`src/rtl/apb_master_pkg.sv`:
```
// Shared types and widths for the APB master bridge and its timeout counter.
// Latency: none (declarations only). Backpressure: not applicable.
// Optional feature macro used by the bridge: APB_TIMEOUT_EN.
package apb_master_pkg;

    localparam int APB_ADDR_W    = 32;
    localparam int APB_DATA_W    = 32;
    localparam int APB_STRB_W    = 4;
    localparam int TIMEOUT_CNT_W = 8;

    typedef enum logic [1:0] {
        IDLE   = 2'd0,
        SETUP  = 2'd1,
        ACCESS = 2'd2,
        RESP   = 2'd3
    } apb_mst_state_t;

endpackage

```
`src/rtl/apb_timeout_cnt.sv`:
```
// ACCESS-phase stall counter: flags the cycle in which the count would reach the limit.
// Latency: expired flag is combinational on the current count and enable.
// Backpressure: none; counts only while enabled, clear wins over enable.
module apb_timeout_cnt
    import apb_master_pkg::*;
(
    input  logic                     i_clk,
    input  logic                     i_rst_n,
    input  logic                     i_clr,
    input  logic                     i_en,
    input  logic [TIMEOUT_CNT_W-1:0] i_limit,
    output logic                     o_expired
);

    logic [TIMEOUT_CNT_W-1:0] r_cnt;
    logic [TIMEOUT_CNT_W:0]   w_cnt_nxt;

    // One extra bit so a limit of 255 can never wrap into a false match
    assign w_cnt_nxt = {1'b0, r_cnt} + {{TIMEOUT_CNT_W{1'b0}}, 1'b1};
    assign o_expired = i_en && (w_cnt_nxt == {1'b0, i_limit});

    always_ff @(posedge i_clk or negedge i_rst_n) begin
        if (!i_rst_n) begin
            r_cnt <= '0;
        end else if (i_clr) begin
            r_cnt <= '0;
        end else if (i_en) begin
            r_cnt <= w_cnt_nxt[TIMEOUT_CNT_W-1:0];
        end
    end

endmodule

```
`src/rtl/apb_master_bridge.sv`:
```
// Single-outstanding valid/ready command to APB SETUP/ACCESS initiator; APB_TIMEOUT_EN adds an ACCESS abort.
// Latency: accept at N, psel N+1, penable N+2, rsp_valid N+3 plus one cycle per wait state.
// Backpressure: req_ready only in IDLE; response held until rsp_ready_i, no pipelining.
module apb_master_bridge
    import apb_master_pkg::*;
#(
    parameter int TIMEOUT_CYCLES = 16
) (
    input  logic                  pclk_i,
    input  logic                  presetn_i,
    input  logic                  req_valid_i,
    output logic                  req_ready_o,
    input  logic [APB_ADDR_W-1:0] req_addr_i,
    input  logic                  req_write_i,
    input  logic [APB_DATA_W-1:0] req_wdata_i,
    input  logic [APB_STRB_W-1:0] req_strb_i,
    output logic                  rsp_valid_o,
    input  logic                  rsp_ready_i,
    output logic [APB_DATA_W-1:0] rsp_rdata_o,
    output logic                  rsp_err_o,
    output logic [APB_ADDR_W-1:0] paddr_o,
    output logic                  psel_o,
    output logic                  penable_o,
    output logic                  pwrite_o,
    output logic [APB_DATA_W-1:0] pwdata_o,
    output logic [APB_STRB_W-1:0] pstrb_o,
    input  logic                  pready_i,
    input  logic [APB_DATA_W-1:0] prdata_i,
    input  logic                  pslverr_i
);

    apb_mst_state_t        r_state;
    apb_mst_state_t        w_state_nxt;
    logic [APB_ADDR_W-1:0] r_addr;
    logic [APB_DATA_W-1:0] r_wdata;
    logic [APB_DATA_W-1:0] r_rdata;
    logic [APB_STRB_W-1:0] r_strb;
    logic                  r_write;
    logic                  r_err;
    logic                  w_accept;
    logic                  w_aligned;
    logic                  w_timeout;

    assign w_accept  = (r_state == IDLE) && req_valid_i;
    assign w_aligned = (req_addr_i[1:0] == 2'b00);

`ifdef APB_TIMEOUT_EN
    apb_timeout_cnt u_timeout_cnt (
        .i_clk     (pclk_i),
        .i_rst_n   (presetn_i),
        .i_clr     (r_state == SETUP),
        .i_en      ((r_state == ACCESS) && !pready_i),
        .i_limit   (TIMEOUT_CNT_W'(TIMEOUT_CYCLES)),
        .o_expired (w_timeout)
    );
`else
    logic w_unused_timeout_cycles;
    assign w_unused_timeout_cycles = |TIMEOUT_CYCLES;
    assign w_timeout               = 1'b0;
`endif

    always_ff @(posedge pclk_i or negedge presetn_i) begin
        if (!presetn_i) begin
            r_state <= IDLE;
        end else begin
            r_state <= w_state_nxt;
        end
    end

    always_comb begin
        w_state_nxt = r_state;
        req_ready_o = 1'b0;
        psel_o      = 1'b0;
        penable_o   = 1'b0;
        rsp_valid_o = 1'b0;
        case (r_state)
            IDLE: begin
                // Gated by reset so ready stays low while presetn_i is held
                req_ready_o = presetn_i;
                if (req_valid_i) begin
                    w_state_nxt = w_aligned ? SETUP : RESP;
                end
            end
            SETUP: begin
                psel_o      = 1'b1;
                w_state_nxt = ACCESS;
            end
            ACCESS: begin
                psel_o    = 1'b1;
                penable_o = 1'b1;
                if (pready_i || w_timeout) begin
                    w_state_nxt = RESP;
                end
            end
            RESP: begin
                rsp_valid_o = 1'b1;
                if (rsp_ready_i) begin
                    w_state_nxt = IDLE;
                end
            end
            default: w_state_nxt = IDLE;
        endcase
    end

    always_ff @(posedge pclk_i or negedge presetn_i) begin
        if (!presetn_i) begin
            r_addr  <= '0;
            r_wdata <= '0;
            r_strb  <= '0;
            r_write <= 1'b0;
            r_rdata <= '0;
            r_err   <= 1'b0;
        end else begin
            if (w_accept) begin
                r_addr  <= req_addr_i;
                r_wdata <= req_wdata_i;
                r_strb  <= req_strb_i;
                r_write <= req_write_i;
                if (!w_aligned) begin
                    r_rdata <= '0;
                    r_err   <= 1'b1;
                end
            end
            // A slave completion in the limit cycle beats the timeout abort
            if (r_state == ACCESS) begin
                if (pready_i) begin
                    r_err   <= pslverr_i;
                    r_rdata <= (!r_write && !pslverr_i) ? prdata_i : '0;
                end else if (w_timeout) begin
                    r_err   <= 1'b1;
                    r_rdata <= '0;
                end
            end
        end
    end

    assign paddr_o     = r_addr;
    assign pwrite_o    = r_write;
    assign pwdata_o    = r_wdata;
    assign pstrb_o     = r_write ? r_strb : '0;
    assign rsp_rdata_o = r_rdata;
    assign rsp_err_o   = r_err;

endmodule
```
`config.mk`:
```
export PLATFORM = sky130hd
export DESIGN_NAME = apb_master_bridge
export DESIGN_NICKNAME = d
export VERILOG_FILES = /design/src/rtl/apb_master_pkg.sv /design/src/rtl/apb_timeout_cnt.sv /design/src/rtl/apb_master_bridge.sv
export SDC_FILE = /design/constraint.sdc
export NUM_CORES = 1
export LEC_CHECK = 0
export BUFFER_PORTS_ARGS = -buffer_cell sky130_fd_sc_hd__buf_2
export CAP_MARGIN = 30
export CORE_MARGIN = 10
export CORE_UTILIZATION = 40
export DETAILED_ROUTE_END_ITERATION = 16
export GPL_TIMING_DRIVEN = 0
export HOLD_SLACK_MARGIN = 0.05
export PLACE_DENSITY = 0.73
export SETUP_SLACK_MARGIN = 0.02
export SYNTH_ARGS = -nofsm -noshare
export SYNTH_HDL_FRONTEND = slang
export SYNTH_SLANG_ARGS = --single-unit
```
`constraint.sdc`:
```
create_clock -name pclk_i -period 2.9 [get_ports pclk_i]
set_clock_uncertainty 0.05 [all_clocks]
set_input_delay 0.29 -clock pclk_i [delete_from_list [all_inputs] [get_ports pclk_i]]
set_output_delay 0.29 -clock pclk_i [all_outputs]
set_load 0.005 [all_outputs]
```
==> flow_metrics.tcl, run 1 <==
set metrics [dict create \
    placed_area_um2 5170 \
    synth-seq-area-share_pct 66.4 \
    syn-num-nets 357 \
    rsz0062_at_grt "no" \
    cts_root_buf "clkbuf_8" \
    postSynthAreaPerCell_um2 15.9 \
    cp-end-kind "primary output" \
    gp_congestion 0.739 \
    place_hpwl_mm 8.89 \
    grt-ovfl-total 0 \
    hold_depth 2 \
    wl_per_cell_um 18.0 \
    cp_top_family "buffers and inverters" \
    h-tree-depth 3 \
    power.density_nw_per_um2 1020 \
    path_buf_inv 4 \
    cp-endpoint "req_ready_o" \
    ios 213 \
    tightestPinTransition_ns 0.761 \
    worstPathMaxFanout 61 \
    chipWidth_um 119 \
    clock-sinks 104 \
    netlist_area_um2 3920 \
    ys_ff_latch 104 \
    vias 2877 \
    clkLatencyLatePin_ns 0.34 \
    cts_buffer_depth 2 \
    worstHoldPathType "input pin to flip-flop" \
    crit_start "presetn_i" \
    clkTransAtPathRegs_ns 0.10 \
    grt_max_degree 62 \
    nFillCells 855 \
    crit_arrival_ns 2.05 \
    ctsResizeCount 0 \
    cts-buffers-inserted 9 \
    p_leak_nw 2.85 \
    power_mw 5.46 \
    area_delta_synth_final_pct 36.7 \
    synth_top_cell_by_area "dfrtp_1" \
    fmax_mhz 418 \
    synth_cell_types 19 \
    crit_chain "dlygate4sd3_1 > buf_4 > buf_12 > and2_1 > buf_2" \
    crit_required_ns 2.56 \
    dieArea_um2 14200 \
    num_rows 36 \
    nNetsFinal 582 \
    antenna_found_initial 1 \
    cp_slowest_cell "buf_4" \
    cts_tree "done" \
    status "complete, no violations" \
    final_max_slew_viol_count 0 \
    first_pass_iters 6 \
    via_per_inst 4.72 \
    grt.total_usage_pct 15.0 \
    synth_cells 246 \
    final-setup-viol-count 0 \
    final_cells 609 \
    multi_input_area_um2 1220 \
    fin_area_um2 5360 \
    rr_startpoint "r_state[0]$_DFFE_PN0P_" \
    dpl.cell_count 592 \
    diodes 0 \
    yosys_warnings 0 \
    synth_top_area_share_pct 66.4 \
    wl_mm 11.0 \
    slew_headroom_pct 49.2 \
    grt_pass1_wl_mm 17.3 \
    fin_crit_ns 2.39 \
    period_share_pct 82.4 \
    grt_pass1_vias 3275 \
    r2r_end "rsp_rdata_o[29]$_DFF_PN0_" \
    drtIter0Drc 103 \
    fp.dieH_um 119 \
    setup_slack_ns 0.510 \
    critPathKind "input pin to primary output" \
    synth_area_leaders "dfrtp_1 66%, mux2_2 15%, a22o_1 7.1%, mux2_1 5.2%, buf_2 1.4%" \
    slowest_delay_ns 0.59 \
    drive_gt1_share_pct 62.0 \
    post-cts-setup-buffers 0 \
    reg2regPathDepth 6 \
    drc 0 \
    drv_cap 0 \
    max-vdd-ir-drop_v 0.000496 \
    r2r_slack_ns 1.16 \
    seqCellArea_um2 2600 \
    cp_num_cells 5 \
    start_util_pct 40.7 \
    coreArea_um2 9640 \
    portBuffers 212 \
    dp_slack_ns 0.988 \
    hold_viol_final 0 \
    fin_tns_setup_ns 0 \
    cp-start-kind "input pin" \
    postRouteAntennaNets 0 \
]
==> layout by cell type (no fill, tap or decap), drive strengths merged <==
cell type,instances
clkinv,2
nand2,2
nor3,1
a22o,32
inv,8
nor2,4
dfrtp,104
and2,5
clkbuf,11
clkinvlp,1
buf,226
mux2i,1
ha,4
dlygate4sd3,1
mux2,70
o21a,1
a21oi,2
a222oi,1
==> final cells by class <==
cell class,count,area share [%]
plain buffers,13,1.38
clock buffers,11,2.64
clock inverters,5,0.723
inverters,6,0.420
multi-input cells,123,22.8
flip-flops and latches,104,48.5
well taps,133,3.10
repair buffers,214,20.4
==> Yosys cell counts <==
library cell	count
o21a_1	1
a21oi_1	2
dfrtp_1	104
buf_4	1
clkinv_1	1
buf_6	1
mux2_2	52
mux2i_1	1
a222oi_1	1
nor3_2	1
nand2_2	1
ha_1	4
inv_1	5
mux2_1	18
buf_2	11
and2_1	5
nand2_1	1
nor2_1	4
a22o_1	32
==> layer usage <==
metal  share of wire, %  vias to the layer above  GRT usage (%)  wire length, µm
li1                   -                     1329              -                -
met1                 38                     1437           16.2             4200
met2                 54                      105           27.4             5940
met3                7.0                        4           4.91              763
met4               0.49                        2           3.89               54
met5               0.12                        -              0               13
==> worst reg2reg max path: stages, from the launching register on <==
cell,delay (ns)
dfrtp_1,0.39
inv_1,0.12
ha_1,0.23
nand2_1,0.13
nor3_2,0.29
buf_2,0.30
a22o_1,0.19
==> what timing repair did <==
| item | 4_1_cts | 5_1_grt |
|---|---|---|
| hold endpoints to repair | 60 | 0 |
| hold buffers | 1 | 0 |
| setup endpoints to repair | 0 | 0 |
==> worst min path at each step <==
| stage | start | endpoint | slack [ns] |
|---|---|---|---|
| 3_5_place_dp | presetn_i | pwdata_o[16]$_DFFE_PN0N_ | 0.36 |
| 2_1_floorplan | presetn_i | paddr_o[0]$_DFFE_PN0N_ | -0.06 |
| 5_1_grt | req_addr_i[25] | paddr_o[25]$_DFFE_PN0N_ | 0.07 |
| 6_report | req_addr_i[25] | paddr_o[25]$_DFFE_PN0N_ | 0.09 |
| 4_1_cts | req_addr_i[25] | paddr_o[25]$_DFFE_PN0N_ | 0.07 |
| 3_3_place_gp | pwdata_o[12]$_DFFE_PN0N_ | pwdata_o[12]$_DFFE_PN0N_ | 0.42 |
==> sequential cells by signal (all words and copies together) (netlist names) <==
register	cells
paddr_o	32
pwdata_o	32
rsp_rdata_o	32
r_strb	4
r_state	2
pwrite_o	1
rsp_err_o	1
==> power by group <==
group	total [mW]	internal (mW)	switching (mW)
Sequential	2.50	2.15	0.348
Combinational	2.12	1.19	0.928
Clock	0.838	0.345	0.493
Total	5.46	3.69	1.77
==> metrics by stage <==
| stage | hold slack, ns | util, % |
|---|---|---|
| after floorplan | -0.0556 | - |
| after global placement | 0.419 | 53.4 |
| after detailed placement | 0.358 | 53.6 |
| after CTS | 0.0705 | 55.6 |
| after global routing | 0.0721 | 55.6 |
| final | 0.0931 | 55.6 |
==> logic make-up after synthesis <==
family | after synthesis | share of synthesized area [%]
compound gates | 36 | 7.85
buf+inv | 19 | 2.46
fa+ha+maj | 4 | 1.28
mux | 71 | 20.4
simple gates | 12 | 1.69
flops | 104 | 66.4
Power figures use the tool's default switching activity.
==> run 2: changes to the inputs <==
--- a/config.mk
+++ b/config.mk
@@ -5,6 +5,7 @@
 export SDC_FILE = /design/constraint.sdc
 export NUM_CORES = 1
 export LEC_CHECK = 0
+export ABC_AREA = 1
 export BUFFER_PORTS_ARGS = -buffer_cell sky130_fd_sc_hd__buf_2
 export CAP_MARGIN = 30
 export CORE_MARGIN = 10
@@ -12,7 +13,7 @@
 export DETAILED_ROUTE_END_ITERATION = 16
 export GPL_TIMING_DRIVEN = 0
 export HOLD_SLACK_MARGIN = 0.05
-export PLACE_DENSITY = 0.73
+export PLACE_DENSITY = 0.75
 export SETUP_SLACK_MARGIN = 0.02
 export SYNTH_ARGS = -nofsm -noshare
 export SYNTH_HDL_FRONTEND = slang
==> constraint.sdc (replaced) <==
create_clock -name pclk_i -period 2 [get_ports pclk_i]
set_clock_uncertainty 0.05 [all_clocks]
set_input_delay 0.2 -clock pclk_i [delete_from_list [all_inputs] [get_ports pclk_i]]
set_output_delay 0.2 -clock pclk_i [all_outputs]
set_load 0.005 [all_outputs]
==> run 2 against run 1 <==
The flow now finishes with violations (hold timing). Clock power up 69%. Sequential power up 44%. Sequential share of layout area shrank 9.2 points. Area after synthesis grew 5.4%. Die area rose by 4.5%. Synthesized cell count rose by 93%. Via count rose by 54%. First-iteration DRC count increased to 3.0 times the previous value. Non-clock buffer count is 110 higher. Clock-buffer cell count up 2. Largest power group unchanged.
==> flow_metrics.tcl, run 2 <==
set metrics [dict create \
    synth_edf_count 0 \
    cts_buffer_depth 2 \
    drc 0 \
    final-setup-viol-count 0 \
    cts_root_buf "clkbuf_8" \
    nFillCells 801 \
    first_pass_iters 5 \
    rsz0062_at_grt "no" \
    grt.total_usage_pct 19.8 \
    max-vdd-ir-drop_v 0.000695 \
    crit_start "r_state[1]$_DFFE_PN0P_" \
    area_delta_synth_final_pct 60.1 \
    r2r_end "rsp_rdata_o[10]$_DFF_PN0_" \
    start_util_pct 40.6 \
    final_max_slew_viol_count 0 \
    post-cts-setup-buffers 0 \
    fin_area_um2 6610 \
    fin_crit_ns 1.84 \
    seqCellArea_um2 2600 \
    postRouteAntennaNets 0 \
    crit_required_ns 2.25 \
    route.top_layer_used "met4" \
    wl_met2_mm 7.44 \
    ctsHoldBuffers 101 \
    sequentialPowerShare_pct 43.1 \
    p_sw_mw 3.08 \
    status "finished with violations" \
    period_share_pct 92.0 \
    portBuffers 212 \
    synthArstFlopShare_pct 100 \
    dominantRegCellSynth "dfrtp_1" \
    postSynthAreaPerCell_um2 8.70 \
    ios 213 \
    slew_headroom_pct 48.0 \
    fmax_mhz 543 \
    worstPathMaxFanout 10 \
    yosysMostFrequentCell "nand2_1" \
    synth_area_leaders "dfrtp_1 63%, nand2_1 26%, nand3_1 4.0%, buf_2 1.2%, ha_1 1.2%" \
    power.density_nw_per_um2 1260 \
    gp_congestion 0.796 \
    cp-start-kind "flip-flop" \
    grt-ovfl-total 0 \
    slowest_delay_ns 0.42 \
    power_frac_clock_pct 17.1 \
    synth_top_cell_by_area "dfrtp_1" \
    ys_ff_latch 104 \
    p_leak_nw 3.90 \
    drtIter0Drc 304 \
    synth-seq-area-share_pct 63.0 \
    drv_cap 0 \
    coreArea_um2 10200 \
    switching_share_pct 37.0 \
    cp-end-kind "flip-flop" \
    h-tree-depth 3 \
    chipWidth_um 122 \
    nNetsFinal 911 \
    num_rows 37 \
    worstHoldPathType "input pin to async pin" \
    grt_pass1_wl_mm 23.6 \
    violations "hold timing" \
    power_mw 8.33 \
    layout_commonest_cell "nand2_1" \
    syn-num-nets 586 \
    grt_max_degree 61 \
    antenna_found_initial 0 \
    grt_pass1_vias 4715 \
    tightestPinTransition_ns 0.780 \
    critPathKind "flip-flop to flip-flop" \
    fin_tns_setup_ns 0 \
    cts_tree "done" \
    layout_common_cells "288 x nand2_1, 221 x buf_2, 104 x dfrtp_1" \
    rr_startpoint "r_state[1]$_DFFE_PN0P_" \
    placed_area_um2 5390 \
    place_hpwl_mm 9.99 \
    r2r_slack_ns 0.16 \
    fp.dieH_um 122 \
    wl_met3_mm 1.35 \
    fin_util_pct 64.9 \
    clkTransAtPathRegs_ns 0.09 \
    wl_met1_mm 5.61 \
    cp_slowest_cell "dfrtp_1" \
    yosys_warnings 0 \
    dieArea_um2 14800 \
    synth_cells 475 \
    synth_top_area_share_pct 63.0 \
    drive_gt1_share_pct 30.7 \
    wl_mm 14.8 \
    whs_ns -0.151 \
    wl_per_cell_um 15.7 \
    multi_input_area_um2 1360 \
    synthTopCellsByCount "288 x nand2_1, 104 x dfrtp_1, 33 x nand3_1, 12 x inv_1, 10 x buf_2" \
    cts-buffers-inserted 9 \
    ctsResizeCount 0 \
    vias 4442 \
    netlist_area_um2 4130 \
    comb_power_share_pct 39.7 \
    synth_cell_types 17 \
    reg2regPathDepth 8 \
    internal_power_mw 5.24 \
    cp_top_family "buffers and inverters" \
    crit_arrival_ns 2.09 \
    hold_viol_final 59 \
    crit_chain "inv_1 > ha_1 > nand2_2 > inv_2 > o21ai_2 > buf_2 > nand3_1 > nand2_1" \
    via_per_inst 4.72 \
    path_buf_inv 3 \
    clock-sinks 104 \
    clkLatencyLatePin_ns 0.36 \
]
## run 2: changes by cell type after synthesis, moves of 2 or more
| cell | delta |
|---|---|
| buf_4 | +4 |
| nand3_1 | +33 |
| nand2_1 | +287 |
| clkbuf_1 | +5 |
| mux2_1 | -18 |
| inv_1 | +7 |
| buf_1 | +3 |
| a22o_1 | -32 |
| nor2_1 | -2 |
| and2_1 | -5 |
| mux2_2 | -52 |
## run 2: cell type report
class	instances	share of cell area, %
Clock inverter	3	0.984
Timing Repair Buffer	314	31.7
Multi-Input combinational cell	335	20.6
Clock buffer	13	2.25
Inverter	13	0.738
Antenna cell	1	0.0378
Tap cell	136	2.57
Buffer	23	1.78
Sequential cell	104	39.4
## run 2: logic make-up after synthesis
kind of cell / Yosys count / synth area share (%)
simple gates: 327 / 31.2
flops: 104 / 63.0
buf+inv: 36 / 4.03
compound gates: 4 / 0.575
fa+ha+maj: 4 / 1.21
## run 2: per-layer routing
metal	global-route usage, %	vias up
met5	0	-
met4	8.64	0
met3	6.48	32
met2	34.3	207
met1	21.9	2104
li1	-	2099
## run 2: metrics by stage
stage	setup WS (ns)	std cells
global route	0.0335	941
global placement	-0.544	823
detailed placement	0.179	824
finish	0.160	942
CTS	0.166	941
floorplan	0.601	475
## run 2: how the worst max path moves through the flow
stage                     slack (ns)  cells after the start                   endpoint
after global placement         -0.54                      4                req_ready_o
final                           0.16                      8  rsp_rdata_o[10]$_DFF_PN0_
after CTS                       0.17                      8  rsp_rdata_o[10]$_DFF_PN0_
after floorplan                 0.60                      7   rsp_rdata_o[0]$_DFF_PN0_
after global routing            0.03                      8   rsp_rdata_o[0]$_DFF_PN0_
after detailed placement        0.18                      8  rsp_rdata_o[10]$_DFF_PN0_
## run 2: worst reg2reg max path: stages, from the launching register on
cell     delay [ns]
dfrtp_1        0.42
inv_1          0.09
ha_1           0.23
nand2_2        0.18
inv_2          0.13
o21ai_2        0.17
buf_2          0.29
nand3_1        0.12
nand2_1        0.10
## run 2: power groups by stage
stage	clock network [mW]	logic (mW)	registers (mW)
after floorplan	0	1.42	3.64
after global placement	0	3.04	3.53
after detailed placement	0	3.15	3.60
after CTS	1.48	3.31	3.56
after global routing	1.54	3.74	3.70
final	1.42	3.31	3.59
